`config.mk`:
```
export PLATFORM = sky130hd
export DESIGN_NAME = leaf_out_arbiter
export DESIGN_NICKNAME = d
export VERILOG_FILES = /design/src/rtl/leaf_out_arbiter.sv
export SDC_FILE = /design/constraint.sdc
export NUM_CORES = 1
export LEC_CHECK = 0
export CORE_ASPECT_RATIO = 0.5
export CORE_MARGIN = 2
export CORE_UTILIZATION = 38
export CTS_CLUSTER_DIAMETER = 50
export CTS_CLUSTER_SIZE = 10
export DETAILED_ROUTE_END_ITERATION = 8
export PLACE_DENSITY = 0.91
export SLEW_MARGIN = 5
export SYNTH_ARGS = -nofsm -noshare
export SYNTH_HDL_FRONTEND = slang
export SYNTH_SLANG_ARGS = --single-unit
```
`constraint.sdc`:
```
create_clock -name clk -period 3.05 [get_ports clk]
set_input_delay 0.61 -clock clk [delete_from_list [all_inputs] [get_ports clk]]
set_output_delay 0.61 -clock clk [all_outputs]
set_load 0.02 [all_outputs]
```
`src/rtl/leaf_out_arbiter.sv`:
```
// Round-robin scheduler sharing one leaf-to-BFT packet output among NUM_REQ sources.
// Holds and re-presents the granted packet while the BFT signals resend.
module leaf_out_arbiter #(
  parameter int unsigned PACKET_BITS = 49,
  parameter int unsigned NUM_REQ     = 4,
  parameter int unsigned REQ_BITS    = 2,
  parameter int unsigned MAX_BURST   = 8
) (
  input  logic                          clk,
  input  logic                          reset,
  input  logic [NUM_REQ-1:0]            req_vld,
  input  logic [PACKET_BITS*NUM_REQ-1:0] req_packet,
  output logic [NUM_REQ-1:0]            req_ack,
  output logic [PACKET_BITS-1:0]        dout,
  input  logic                          resend,
  output logic [REQ_BITS-1:0]           grant_id,
  output logic                          busy
);

  localparam logic [7:0] MaxBurst = 8'(MAX_BURST);

  typedef enum logic [1:0] {StIdle, StSend, StHold} state_e;

  state_e                   state_q;
  logic [PACKET_BITS-1:0]   dout_q;
  logic [REQ_BITS-1:0]      grant_id_q;
  logic [REQ_BITS-1:0]      ptr_q;
  logic [7:0]               cnt_q;
  logic                     busy_q;

  logic                     capture;
  logic                     keep;
  logic                     win_vld;
  logic [REQ_BITS-1:0]      win_id;
  logic [REQ_BITS-1:0]      idx;
  logic [PACKET_BITS-1:0]   win_pkt;
  logic [REQ_BITS-1:0]      ptr_next;
  logic [7:0]               cnt_next;

  // A held packet blocks capture until the BFT stops asking for a resend.
  assign capture = (state_q == StIdle) || !resend;

  always_comb begin
    keep    = req_vld[grant_id_q] && (cnt_q < MaxBurst);
    win_vld = keep;
    win_id  = grant_id_q;
    idx     = '0;
    if (!keep) begin
      // Scan downwards so the closest source to ptr_q is written last and wins.
      for (int k = NUM_REQ - 1; k >= 0; k--) begin
        idx = REQ_BITS'((32'(ptr_q) + 32'(k)) % NUM_REQ);
        if (req_vld[idx]) begin
          win_vld = 1'b1;
          win_id  = idx;
        end
      end
    end
  end

  always_comb begin
    win_pkt                = req_packet[32'(win_id) * PACKET_BITS +: PACKET_BITS];
    win_pkt[PACKET_BITS-1] = 1'b1;
    ptr_next = (32'(win_id) == NUM_REQ - 1) ? '0 : win_id + 1'b1;
    if (win_id == grant_id_q) begin
      cnt_next = (cnt_q == MaxBurst) ? cnt_q : cnt_q + 8'd1;
    end else begin
      cnt_next = 8'd1;
    end
  end

  always_comb begin
    req_ack = '0;
    if (reset && capture && win_vld) begin
      req_ack = NUM_REQ'(1) << win_id;
    end
  end

  always_ff @(posedge clk or negedge reset) begin
    if (!reset) begin
      state_q    <= StIdle;
      dout_q     <= '0;
      grant_id_q <= '0;
      ptr_q      <= '0;
      cnt_q      <= '0;
      busy_q     <= 1'b0;
    end else if (capture) begin
      if (win_vld) begin
        state_q    <= StSend;
        dout_q     <= win_pkt;
        grant_id_q <= win_id;
        ptr_q      <= ptr_next;
        cnt_q      <= cnt_next;
        busy_q     <= 1'b1;
      end else begin
        state_q <= StIdle;
        dout_q  <= '0;
        cnt_q   <= '0;
        busy_q  <= 1'b0;
      end
    end else begin
      state_q <= StHold;
      busy_q  <= 1'b1;
    end
  end

  assign dout     = dout_q;
  assign grant_id = grant_id_q;
  assign busy     = busy_q;

endmodule

```
# Word level (Yosys, flattened, before mapping)
# Index checks and enable logic that the tools add are counted.
# word_totals
regBits,64
latch_bits,0
ram_bits,0
rom_bits,0
out_inout_bits,56
wordCells,62
n_memories,0
# op_classes
addsub,5
mul,1
div,0
order_cmp,6
eq_ne,4
n_shift,2
mux,30
n_bitwise,0
reduce_logical,8
# ops
operator,n
indexed part select 196 x 9 -> 48 bit,1
2-to-1 mux 49 bit,1
2-to-1 mux 8 bit,3
"< comparator 2 x 3 -> 1 bit, second input constant",5
2-to-1 mux 2 bit,7
2-to-1 mux 1 bit,13
binary-select mux 1 bit (select 2 bit),5
"adder 8 x 1 -> 8 bit, second input constant",1
"== test 8 x 4 -> 1 bit, second input constant",1
"< comparator 8 x 4 -> 1 bit, second input constant",1
"multiplier 2 x 6 -> 8 bit, second input constant",1
"adder 2 x 1 -> 2 bit, second input constant",2
"adder 2 bit, second input constant",2
2-to-1 mux 4 bit,1
AND reduction 2 bit,2
"left shift 1 x 2 -> 4 bit, first input constant",1
logical AND 1 bit,3
"!= test 3 bit, second input constant",1
== test 2 bit,1
"== test 2 bit, second input constant",1
zero test 2 bit,1
zero test 1 bit,1
logical OR 1 bit,1

# Logic depth before layout (Yosys ltp)
# Gate-level depths: netlist (run 1).
# depth
depth_word,11
mapped_depth,12
mapped_depth_nobuf,8

# Worst setup path after synthesis (run 1)
# No wires, ideal clock.
# synth_path
path_kind,input port to output port
from,input req_vld[2]
to,output req_ack[3]
arrival_ns,2.396
t_required_ns,2.440
setup_slack_ns,0.044
cell_stages,9
path_buffers,3
cell_sequence,clkbuf_1 mux4_2 nand3b_2 o221ai_2 nand2b_1 buf_4 clkbuf_1 ha_1 and3_1
# synth_via
elab_chain_len,9
elab_cells_between_ends,24
cone_classes,1 x shift; 21 x mux; 2 x reduce/logical
# synth_rtl
element,line,rtl
from (decl),11,"input logic [NUM_REQ-1:0] req_vld,"
binary-select mux 1 bit (select 2 bit),52,if (req_vld[idx]) begin
2-to-1 mux 1 bit (not written as such),52,
2-to-1 mux 2 bit (4 in series),52,
2-to-1 mux 2 bit (*),48,if (!keep) begin
named net win_id[0],34,logic [REQ_BITS-1:0] win_id;
left shift 1 x 2 -> 4 bit (*),74,req_ack = NUM_REQ'(1) << win_id;
2-to-1 mux 4 bit (*),73,if (reset && capture && win_vld) begin
to (decl),13,"output logic [NUM_REQ-1:0] req_ack,"
# The timed path passes the listed nets; every way through them passes the cells marked *. The select of a mux whose other input is x is not followed.

# Worst setup path after layout (run 1)
# layout_path
from,input req_vld[0]
to,output req_ack[0]
# layout_via
elab_chain_len,9
elab_cells_between_ends,24
cone_classes,1 x shift; 21 x mux; 2 x reduce/logical
# layout_rtl
element,line
binary-select mux 1 bit (select 2 bit),52
2-to-1 mux 1 bit (not written as such),52
2-to-1 mux 2 bit or 2-to-1 mux 1 bit (tied branches) (4 in series),52
2-to-1 mux 2 bit or 2-to-1 mux 1 bit (tied branches),48
left shift 1 x 2 -> 4 bit or logical AND 1 bit (tied branches),"74, 73"
2-to-1 mux 4 bit (*),73
# Every way passes the cells marked *; elsewhere a longest branch is shown, timed or not. The select of a mux whose other input is x is not followed.

==> metrics.yaml, run 1 <==
crit_slowest_cell: "mux4_2"
pre_cts_slack_ns: -0.592
p_total_mw: 7.45
p_per_area_mw_per_mm2: 1020
root_buffer: "clkbuf_16"
grt_pass1_vias: 5184
core_mm2: 0.0109
synth_area_mm2: 0.00424
fin_hold_ws_ns: 0.156
required_ns: 2.44
route.vias.total: 5341
grt_overflow: 0
synth_mux_area_frac: 0.0100
critPathLaunchType: "input port"
path_buf_inv: 3
tritoncts: "built"
syn_nets: 772
crit_family: "multiplexers"
ir_worst_vdd_uv: 686
swShare: 0.468
fp.dieArea_mm2: 0.0121
post-dp-hpwl_um: 12500
grt_antenna_before_repair: 0
synth-xor-area-share: 0
seqPwrFrac: 0.202
cp_cell_sequence: "dlygate4sd2_1, mux4_2, nand3b_4, o221ai_2, nand2b_4, inv_2, ha_1, and3_1, buf_4"
end_kind: "primary output"
placed_cell_area_mm2: 0.00698
syn_avg_cell_area_um2: 7.53
drv_cap: 0
pwr-share-comb: 0.667
setup_tns_ns: 0
worstRegToRegCells: 8
cts.reportedPaths.clkPinSlew_ns: 0.05
die_h_um: 78.7
hold_path.class: "in -> async"
worstReg2RegStart: "ptr_q[0]"
routabilityCongestion: 0.869
synth_top_family_by_area: "simple AND/OR/NAND/NOR gates"
hold_viol_final: 0
htree_levels: 3
p_sw_mw: 3.48
post-route-util: 0.668
ys_seq_area_frac: 0.378
place_inst: 945
synth-edff-count: 0
synth_fa_ha_area_frac: 0.0177
drcViolationCount: 0
layout.cells.non_filler: 962
synth_top_flop_cell: "dfrtp_1"
rows: 27
synth_area_leader_cell: "dfrtp_1"
synth_compound_area_frac: 0.164
register_area_mm2: 0.00160
synth_area_leaders: "dfrtp_1 (38%), nand2_1 (19%), nand3_1 (12%)"
drv_slew: 0
tightest_slew_ns: 0.998
cp.arrival_ns: 2.35
finalSetupViolations: 0
synthSimpleGateAreaFrac: 0.363
critical_path_class: "in -> out"
rsz0062_at_grt: "false"
ys_warn_count: 0
syn_inst: 563
max_stage_delay_ns: 0.51
multi_input_area_mm2: 0.00242
clockBufferDepth: 2
synth-async-reset-ratio: 1.00
design_area_mm2: 0.00731
power_frac_clock: 0.131
n_antenna_cell: 0
initial_core_util: 0.387
io-pin-count: 259
final_cell_mix: "clkdlybuf4s50_1 (245), nand2_1 (213), nand3_1 (100)"
drtPass1Iterations: 5
clock-sinks: 64
ys_types: 42
areaGrowthSynthToFinish_pct: 72.6
maxSlewHeadroom: 0.335
p_int_mw: 3.96
clock_skew_ns: 0.00614
grt_max_degree: 98
p_leak_nw: 3.14
ys_ff_latch: 64
finalCriticalPeriod_ns: 2.96
cp_max_fo: 5
setup_slack_ns: 0.0905
synth_top_area_share: 0.378
drt_iter0_drc: 506
wl_per_cell_um: 17.6
cts_hold_buf: 0
ff2ff_setup_slack_ns: 0.27
dieWidth_um: 153
timing.fmax_mhz: 338
grt_util_all_layers: 0.273
drive_above_1_share: 0.0881
finalCritPeriodShare: 0.970
n_fill_cell: 907
ant_nets: 0
cts_made_buffers: 9
status: "finished, final reports clean"
crit_start: "req_vld[0]"
reg2reg_to: "dout[5]"
worst_skew_pair.late_latency_ns: 0.33
grt_pass1_wl_um: 26100
nets: 1021
drt-total-wl_um: 16900
final_common_cell: "clkdlybuf4s50_1"
vias_per_cell: 5.55
numPortBuffers: 254
## area by class of cell
| type | count | area share |
|---|---|---|
| multi-input combinational | 437 | 0.331 |
| tap | 145 | 0.0248 |
| clock inverter | 3 | 0.00205 |
| inverter | 13 | 0.00667 |
| timing repair buffer | 287 | 0.380 |
| sequential | 64 | 0.219 |
| clock buffer | 13 | 0.0369 |
## sequential cells by signal, indices dropped and copies added, names as in the netlist
| register | flops |
|---|---|
| cnt_q | 8 |
| grant_id | 2 |
| busy | 1 |
| dout | 49 |
| ptr_q | 2 |
| state_q | 2 |
## timing repair
action                     CTS  global route
setup endpoints to repair    4             2
buffers inserted             1             0
pin swaps                    1             1
hold endpoints to repair     0             0
resized for setup           27             7
## worst reg2reg max path, delay by kind of cell, from the launching register on
family,cells,cell delay [ns]
compound gates,3,0.75
flops,1,0.57
buf+inv,2,0.93
simple gates,3,0.46
## layer usage
layer / vias to the layer above / global-route usage / routed length, µm
met5: - / 0 / 0
met4: 0 / 0.0927 / 520
met3: 47 / 0.0514 / 970
met2: 212 / 0.463 / 8540
met1: 2604 / 0.353 / 6920
li1: 2478 / - / -
## power groups by stage
stage | registers (mW) | logic (mW) | clock network [mW]
2_1_floorplan | 1.87 | 2.75 | 0
3_3_place_gp | 1.48 | 4.75 | 0
3_5_place_dp | 1.50 | 4.87 | 0
4_1_cts | 1.50 | 4.94 | 0.990
5_1_grt | 1.55 | 5.42 | 1.04
6_report | 1.50 | 4.97 | 0.975
## logic make-up after synthesis
family | Yosys count
muxes | 3
and+or+nand+nor | 352
buffers and inverters | 62
DFF | 64
adders and majority gates | 6
AOI/OAI and AO/OA | 76
## synth_stat cells, drive strengths merged, types with 2 or more instances
| cell type | count |
|---|---|
| nand2 | 214 |
| nand3 | 100 |
| dfrtp | 64 |
| a32o | 48 |
| clkbuf | 28 |
| buf | 21 |
| inv | 13 |
| and3 | 8 |
| o21ai | 7 |
| ha | 6 |
| nand4 | 5 |
| nor2 | 5 |
| nor3 | 4 |
| o311ai | 4 |
| a221oi | 3 |
| nor2b | 3 |
| o22ai | 3 |
| or2 | 3 |
| a21oi | 2 |
| mux2i | 2 |
| nand2b | 2 |
| nor4 | 2 |
| o221ai | 2 |
## worst max path at each step
stage | end | slack (ns) | depth (start not counted)
2_1_floorplan | req_ack[3] | 0.04 | 9
3_3_place_gp | req_ack[0] | -0.58 | 9
3_5_place_dp | req_ack[0] | -0.59 | 9
4_1_cts | req_ack[0] | 0.05 | 9
5_1_grt | req_ack[0] | 0.009 | 8
6_report | req_ack[0] | 0.09 | 9
Note: power is estimated with default switching activity, not from simulation.
==> run 2: changes to the inputs <==
--- a/config.mk
+++ b/config.mk
@@ -5,13 +5,16 @@
 export SDC_FILE = /design/constraint.sdc
 export NUM_CORES = 1
 export LEC_CHECK = 0
+export ABC_CLOCK_PERIOD_IN_PS = 3050
+export CELL_PAD_IN_SITES_DETAIL_PLACEMENT = 1
+export CELL_PAD_IN_SITES_GLOBAL_PLACEMENT = 2
 export CORE_ASPECT_RATIO = 0.5
 export CORE_MARGIN = 2
-export CORE_UTILIZATION = 38
+export CORE_UTILIZATION = 19
 export CTS_CLUSTER_DIAMETER = 50
 export CTS_CLUSTER_SIZE = 10
 export DETAILED_ROUTE_END_ITERATION = 8
-export PLACE_DENSITY = 0.91
+export PLACE_DENSITY = 0.9
 export SLEW_MARGIN = 5
 export SYNTH_ARGS = -nofsm -noshare
 export SYNTH_HDL_FRONTEND = slang
==> run 2 against run 1 <==
Combinational power up 2%; sequential share of layout area down 0.82 points; die area up 96%; total power up 2.4%; register-to-register slack better by 0.30 ns; clock skew up 0.0042 ns; critical path depth unchanged; clock-buffer cell count down 4; wire length up 19%; global-route usage down 10 points; setup slack better by 0.030 ns; via count down 1.7%.
==> metrics.yaml, run 2 (same netlist as run 1, synthesis figures left out) <==
reg2reg_to: "dout[25]"
n_fill_cell: 2621  # +190%
finalSetupViolations: 0  # unchanged
wl_per_cell_um: 17.9  # +1.7%
drtPass1Iterations: 4  # -1
post-route-util: 0.349  # -0.319
cp_cell_sequence: "dlygate4sd2_1, mux4_2, nand3b_4, o221ai_4, nand2b_4, inv_2, ha_1, and3_1, buf_4"
route.vias.total: 5248  # -1.7%
placed_cell_area_mm2: 0.00724  # +3.7%
nets: 1031  # +0.98%
final_cell_mix: "clkdlybuf4s50_1 (245), nand2_1 (213), nand3_1 (100)"
drv_slew: 0  # unchanged
final_common_cell: "clkdlybuf4s50_1"
tightest_slew_ns: 0.684  # -0.314 ns
ant_nets: 0  # unchanged
p_total_mw: 7.62  # +2.4%
multi_input_area_mm2: 0.00244  # +0.83%
timing.fmax_mhz: 341  # +1.0%
design_area_mm2: 0.00760  # +4.0%
crit_start: "req_vld[0]"
grt_util_all_layers: 0.169  # -0.104
layout.cells.non_filler: 1126  # +17%
routabilityCongestion: 0.840  # -3.4%
worstReg2RegStart: "grant_id[0]"
hold_viol_final: 0  # unchanged
p_leak_nw: 3.20  # +1.8%
fp.dieArea_mm2: 0.0236  # +96%
grt_overflow: 0  # unchanged
max_stage_delay_ns: 0.50  # about the same
vias_per_cell: 4.66  # -16%
rows: 38  # +41%
drcViolationCount: 0  # unchanged
worstRegToRegCells: 9  # +1
clockBufferDepth: 2  # unchanged
ff2ff_setup_slack_ns: 0.57  # +0.30 ns
root_buffer: "clkbuf_16"
cts_made_buffers: 9  # unchanged
hold_path.class: "in -> async"
htree_levels: 3  # unchanged
areaGrowthSynthToFinish_pct: 79.4
grt_pass1_wl_um: 30900  # +18%
cts.reportedPaths.clkPinSlew_ns: 0.06  # about the same
dieWidth_um: 215  # +40%
maxSlewHeadroom: 0.544  # +0.209
finalCritPeriodShare: 0.960  # -0.00993
drive_above_1_share: 0.104  # +0.0160
numPortBuffers: 254  # unchanged
grt_antenna_before_repair: 0  # unchanged
n_antenna_cell: 0  # unchanged
grt_pass1_vias: 5603  # +8.1%
drt_iter0_drc: 307  # -39%
largest_reg_flops: 49  # unchanged
fin_hold_ws_ns: 0.201  # +0.0454 ns
crit_slowest_cell: "mux4_2"
clock_skew_ns: 0.0104  # +0.00424 ns
place_inst: 1109  # +17%
clock-sinks: 64  # unchanged
p_per_area_mw_per_mm2: 1000  # -1.5%
register_area_mm2: 0.00160  # about the same
end_kind: "primary output"
io-pin-count: 259  # unchanged
cp_max_fo: 5  # unchanged
drv_cap: 0  # unchanged
critPathLaunchType: "input port"
tritoncts: "built"
post-dp-hpwl_um: 15400  # +23%
core_mm2: 0.0218  # +99%
ir_worst_vdd_uv: 557  # -19%
cp.arrival_ns: 2.32  # -0.03 ns
grt_max_degree: 66  # -33%
die_h_um: 110  # +39%
cts_hold_buf: 0  # unchanged
critical_path_class: "in -> out"
worst_skew_pair.late_latency_ns: 0.33  # about the same
status: "finished, final reports clean"
initial_core_util: 0.195  # -0.193
drt-total-wl_um: 20200  # +19%
required_ns: 2.44  # about the same
finalCriticalPeriod_ns: 2.93  # -0.0303 ns
==> run 2: cell count changes in the layout (fill, tap and decap cells not counted), sizes merged <==
cell	delta
bufinv	+1
clkdlybuf4s15	-1
clkinv	-1
clkbuf	-3
buf	+10
inv	+2
clkinvlp	+1
==> run 2: per-stage QoR <==
step                      worst slack, ns  TNS (ns)
final                               0.121         0
after global routing             -0.00277  -0.00277
after CTS                          0.0272         0
after detailed placement           -0.710     -9.21
after global placement             -0.633     -4.37
after floorplan                    0.0440         0
==> run 2: area by class of cell <==
class | count | share of cell area
Clock buffer | 9 | 0.0296
Clock inverter | 6 | 0.00806
Inverter | 13 | 0.00642
Multi-Input combinational cell | 437 | 0.321
Sequential cell | 64 | 0.211
Tap cell | 300 | 0.0494
Timing Repair Buffer | 297 | 0.375
==> run 2: where the power goes <==
part	switching [mW]	total, mW	internal (mW)
clock	0.402	1.03	0.625
combinational	2.93	5.09	2.17
sequential	0.263	1.50	1.24
total	3.59	7.62	4.03
==> run 2: repair_timing <==
action,CTS,global route
endpoints found under the setup margin,4,4
resized for setup,31,10
pin swaps,2,1
buffers inserted,2,0
endpoints found under the hold margin,0,0
==> run 2: worst max-delay path, delay by kind of cell <==
| family | cells | cell delay, ns |
|---|---|---|
| compound gates | 1 | 0.12 |
| fa+ha+maj | 1 | 0.18 |
| simple gates | 3 | 0.43 |
| mux | 1 | 0.50 |
| buf+inv | 3 | 0.48 |
==> run 2: how the worst max path moves through the flow <==
stage / endpoint / cells past startpoint
after global routing: req_ack[0] / 9
after CTS: req_ack[0] / 9
after global placement: req_ack[0] / 9
after detailed placement: req_ack[1] / 9
after floorplan: req_ack[3] / 9
final: req_ack[0] / 9
==> run 2: layer usage <==
metal | wire length (µm) | track usage
met2 | 10700 | 0.321
met5 | 0 | 0
met4 | 532 | 0.0512
met3 | 456 | 0.0263
met1 | 8510 | 0.198
